### src/rtl/data_sramlike_bridge.sv
// M-stage data port to sram-like bus bridge: one outstanding transaction, load-data capture/bypass.
// Optional macro DATA_KSEG_MAP_EN folds kseg0/kseg1 virtual addresses onto physical.
module data_sramlike_bridge #(
  parameter logic [31:0] RDATA_RST = 32'h0000_0000
) (
  input  logic        clk,
  input  logic        rst,
  input  logic        mem_en,
  input  logic [3:0]  mem_wen,
  input  logic [31:0] mem_addr,
  input  logic [31:0] mem_wdata,
  input  logic        other_stall,
  output logic [31:0] mem_rdata,
  output logic        data_stall,
  output logic        data_req,
  output logic        data_wr,
  output logic [1:0]  data_size,
  output logic [31:0] data_addr,
  output logic [31:0] data_wdata,
  input  logic        data_addr_ok,
  input  logic        data_data_ok,
  input  logic [31:0] data_rdata
);

  typedef enum logic [1:0] {IDLE, WAIT, HOLD} state_t;

  state_t      state, stateNext;
  logic [31:0] rdataR;
  logic        dataDone;
  logic [1:0]  addrLow;
  logic [31:0] addrHigh;
  logic        unusedAddrLow;

  // Sub-word placement comes from the byte enables; the address low bits are not trusted.
  always_comb begin
    data_size = 2'd2;
    addrLow   = 2'b00;
    unique case (mem_wen)
      4'b0011: begin data_size = 2'd1; addrLow = 2'b00; end
      4'b1100: begin data_size = 2'd1; addrLow = 2'b10; end
      4'b0001: begin data_size = 2'd0; addrLow = 2'b00; end
      4'b0010: begin data_size = 2'd0; addrLow = 2'b01; end
      4'b0100: begin data_size = 2'd0; addrLow = 2'b10; end
      4'b1000: begin data_size = 2'd0; addrLow = 2'b11; end
      default: begin data_size = 2'd2; addrLow = 2'b00; end
    endcase
  end

`ifdef DATA_KSEG_MAP_EN
  always_comb begin
    addrHigh = mem_addr;
    if (mem_addr[31:29] == 3'b100 || mem_addr[31:29] == 3'b101)
      addrHigh[31:29] = 3'b000;
  end
`else
  assign addrHigh = mem_addr;
`endif

  assign unusedAddrLow = ^mem_addr[1:0];
  assign data_addr     = {addrHigh[31:2], addrLow};
  assign data_wr       = |mem_wen;
  assign data_wdata    = mem_wdata;

  assign dataDone   = (state == WAIT) & data_data_ok;
  // Request is masked by reset so nothing leaks onto the bus while the interconnect is held.
  assign data_req   = (state == IDLE) & mem_en & rst;
  assign data_stall = mem_en & ~(state == HOLD) & ~dataDone;
  assign mem_rdata  = dataDone ? data_rdata : rdataR;

  always_comb begin
    stateNext = state;
    unique case (state)
      IDLE: if (mem_en && data_addr_ok) stateNext = WAIT;
      WAIT: if (data_data_ok) stateNext = other_stall ? HOLD : IDLE;
      HOLD: if (!other_stall) stateNext = IDLE;
      default: stateNext = IDLE;
    endcase
  end

  always_ff @(posedge clk or negedge rst) begin
    if (!rst) begin
      state  <= IDLE;
      rdataR <= RDATA_RST;
    end else begin
      state <= stateNext;
      if (dataDone) rdataR <= data_rdata;
    end
  end

endmodule

### config.mk
export PLATFORM = sky130hd
export DESIGN_NAME = data_sramlike_bridge
export DESIGN_NICKNAME = d
export VERILOG_FILES = /design/src/rtl/data_sramlike_bridge.sv
export SDC_FILE = /design/constraint.sdc
export NUM_CORES = 1
export LEC_CHECK = 0
export ABC_CLOCK_PERIOD_IN_PS = 1590
export CAP_MARGIN = 20
export CORE_MARGIN = 3
export CORE_UTILIZATION = 26
export DETAILED_ROUTE_END_ITERATION = 7
export PLACE_DENSITY_LB_ADDON = 0.12
export SYNTH_ARGS = -nofsm -noshare
export SYNTH_HDL_FRONTEND = slang
export SYNTH_SLANG_ARGS = --single-unit
### constraint.sdc
create_clock -name clk -period 1.59 [get_ports clk]
set_clock_uncertainty 0.2 [all_clocks]
set_input_delay 0.318 -clock clk [delete_from_list [all_inputs] [get_ports clk]]
set_output_delay 0.318 -clock clk [all_outputs]
set_load 0.02 [all_outputs]
* Yosys cells after proc, flatten, opt, wreduce, memory -nomap -nowiden
Index checks and enable logic that the tools add are counted.
Operators by class: equal/unequal tests 11, reductions and logical operators 7, bitwise operators 7, muxes and demuxes 8
Operators by type and width (number):
- 32-bit 2-to-1 mux | 1
- 2-bit one-hot mux with 3 select lines | 2
- 4-bit by 2-bit == test with 1-bit output (second input constant) | 2
- 4-bit == test (second input constant) | 2
- 2-bit 2-to-1 mux | 4
- 4-bit OR reduction | 2
- 1-bit bitwise AND | 5
- 4-bit by 1-bit == test with 1-bit output (second input constant) | 1
- 4-bit by 3-bit == test with 1-bit output (second input constant) | 1
- 2-bit inequality test (second input constant) | 2
- 2-bit one-hot mux with 2 select lines | 1
- 2-bit OR reduction | 2
- 3-bit AND reduction | 1
- 2-bit by 1-bit == test with 1-bit output (second input constant) | 1
- 2-bit == test (second input constant) | 1
- 2-bit logical NOT | 1
- 2-bit by 1-bit inequality test with 1-bit output (second input constant) | 1
- 1-bit NOT | 2
- 1-bit logical AND | 1
Word-level totals: bits in registers 34, output and inout bits 101, word-level logic and storage cells 35, bits of input ports 106

* Longest topological paths before layout
depth in word-level cells 4, mapped depth 3, mapped depth without buffers 2

* Worst setup path after synthesis
Ideal clock, no wire load.
path type flip-flop to output port, from reg state[1], to out mem_rdata[10], path buffers 1, slack -0.025 ns, data arrival time 1.097 ns, cell stages (with the launch flop) 4, required time 1.072 ns, cells stage by stage dfrtp_1 nand3b_4 buf_6 mux2_4
Between the ends: cells in the longest elaborated chain, start to end 3
Ends and longest elaborated chain:
- start, declared | RTL line 27 | state_t state, stateNext;
- start signal, assigned | RTL line 85 | state <= stateNext;
- 2-bit by 1-bit == test with 1-bit output | RTL line 64 | assign dataDone = (state == WAIT) & data_data_ok;
- 1-bit bitwise AND | RTL line 64
- 32-bit 2-to-1 mux
- end, declared | RTL line 13 | output logic [31:0] mem_rdata,
Every way passes these cells.

* Worst setup path in the final report
from reg state[1], to out mem_rdata[13]
Same word-level chain as after synthesis.

==> impl_metrics.yaml <==
status:
  violations: "setup timing"
  run_status: "finished with violations"
clocking:
  htree_levels: 2
  path_clk_slew_ns: 0.07
  worstSkewPairLatency_ns: 0.28
  clock-sinks: 34
  cts_buffers: 5
  cts_tree: "yes"
  root_buffer: "clkbuf_8"
  cts.path.max_buffers: 2
timing:
  fin_ws_ns: -0.441
  worst_slew_pin_slew_ns: 0.446
  slew_headroom_pct: 70.3
  setup_viol: 34
  fin_crit_ns: 2.03
  final_hold_viol_count: 0
  rsz0062_at_grt: "yes"
  slew_violations: 0
  min_period_over_period_pct: 128
  fmax_ghz: 0.492
final_layout:
  antennaDiodeCount: 0
  finalCoreUtilization_pct: 37.3
  area_growth_pct: 34.9
  nNetsFinal: 287
  drive_gt1_share_pct: 54.9
  final_cell_mix: "35 x buf_6, 34 x clkdlybuf4s50_1, 34 x dfrtp_1"
  final_common_cell: "buf_6"
die:
  die_w_microns: 92.4
  core_area_sq_um: 7020
  boundaryPins: 207
  initial_utilization_pct: 27.6
  dieArea_sq_um: 8540
  rows: 30
  die_h_microns: 92.4
global_routing:
  grtUsageMet2_pct: 18.9
  busiest_layer: "met2"
  use_met3_pct: 3.98
  grt_max_degree: 35
  antenna_found_initial: 0
  overflow: 0
  grt_pass1_wl_microns: 7490
  met1_usage_pct: 11.1
  grt_pass1_vias: 1296
  track_usage_pct: 11.7
setup_path:
  start_kind: "register"
  worstSetupPathType: "reg2out"
  endpoint_kind: "output pin"
  arrival_ns: 1.51
  crit_fanout: 15
  required_ns: 1.07
yosys:
  syn_area_sq_um: 1940
  yosysSeqAreaShare_pct: 43.8
  synth_cell_types: 17
  async_flop_share_pct: 100
  ys.warnings.count: 0
  synth_flop_cell: "dfrtp_1"
  syn_area_per_cell_sq_um: 13.0
  synth-edff-count: 0
  synthesis.nets: 255
  postSynthCellCount: 149
  synth-seq-cells: 34
route:
  viasPerCell: 4.10
  drtIter0Drc: 21
  drc: 0
  drtAntennaViolNets: 0
  wl_per_cell_microns: 18.4
  dr.pass1.iters: 3
  vias: 1140
  wl_microns: 5130
pwr:
  p_leak_nw: 1.27
  powerDensity_nw_per_um2: 1560
  max-vdd-ir-drop_v: 0.000556
run:
  cap_viol_max_count: 0
placed_design:
  dpl.hpwl_microns: 3890
  gp_congestion: 0.692
  io_buffers: 80
  pre_cts_ws_ns: -0.969
worst_hold_path:
  hp-class: "in2reg"
[final timing paths]
check | from | endpoint | slack [ns] | cells past startpoint
setup / recovery | state[1] | mem_rdata[13] | -0.44 | 4
max in group asynchronous | rst | rdataR[19] | 0.38 | 3
setup reg to reg | state[1] | rdataR[17] | 0.18 | 3
hold / removal | mem_en | state[0] | 0.29 | 3
hold reg to reg | rdataR[13] | rdataR[13] | 0.30 | 1
min in group asynchronous | rst | rdataR[25] | 0.50 | 3
[metrics by stage]
stage	instance area [sq um]	hold WS, ns	total power [mW]	cells	setup TNS [ns]
5_1_grt	2620	0.296	4.31	278	-15.70
3_3_place_gp	2440	0.226	3.19	268	-41.16
3_5_place_dp	2440	0.231	3.20	268	-42.46
4_1_cts	2610	0.281	4.10	278	-14.76
6_report	2620	0.291	4.09	278	-13.79
2_1_floorplan	1940	-0.178	2.55	149	-0.653
[Yosys cell counts, types with 2 or more instances]
| master | number | share of area, % |
|---|---|---|
| dfrtp_1 | 34 | 44 |
| nand2_1 | 2 | 0.39 |
| nor2_1 | 2 | 0.39 |
| nor3_1 | 3 | 0.77 |
| buf_6 | 3 | 1.7 |
| nand2b_1 | 2 | 0.64 |
| buf_4 | 62 | 24 |
| mux2_4 | 28 | 22 |
| mux2_2 | 4 | 2.3 |
| xnor2_1 | 2 | 0.90 |
[metal layers]
layer	share of wire, %	vias to the layer above	routed length (microns)
met1	30	519	1560
li1	-	491	-
met4	9.1	0	468
met5	0	-	0
met2	50	73	2570
met3	10	57	529
[cells by family (layout without fill, tap and decap cells)]
family	after synthesis	in the layout	share of synthesized area, %
buf+inv	65	98	25.7
flops	34	34	43.8
mux	32	32	24.0
simple gates	13	13	4.45
compound gates	3	3	1.10
xor+xnor	2	2	0.903
[where the power goes]
| part | switching, mW | internal (mW) | leakage [nW] |
|---|---|---|---|
| combinational | 0.897 | 1.15 | 0.806 |
| clock | 0.314 | 0.461 | 0.0579 |
| sequential | 0.0934 | 1.18 | 0.404 |
[timing repair]
| action | in CTS | in global routing |
|---|---|---|
| pin swaps | 2 | 1 |
| setup endpoints to repair | 39 | 37 |
| hold buffers | 1 | 0 |
| gates resized for setup | 233 | 22 |
| buffers inserted | 1 | 0 |
| endpoints found under the hold margin | 34 | 0 |
[sequential cells by signal (all words and copies together), names as in the netlist]
signal	count
state	2
rdataR	32
[critical path, stage by stage, from the launching register on]
cell	delay, ns
dfrtp_1	0.38
nand3b_4	0.20
buf_12	0.19
mux2_4	0.30
buf_2	0.16
[final cells by class]
type	instances	area [sq um]
clock buffers	5	68.8
clock inverters	3	40.0
fillers	688	4400
multi-input cells	50	643
flip-flops and latches	34	851
well taps	96	120
repair buffers	90	895
No activity file was read; power rests on OpenSTA's default activity.
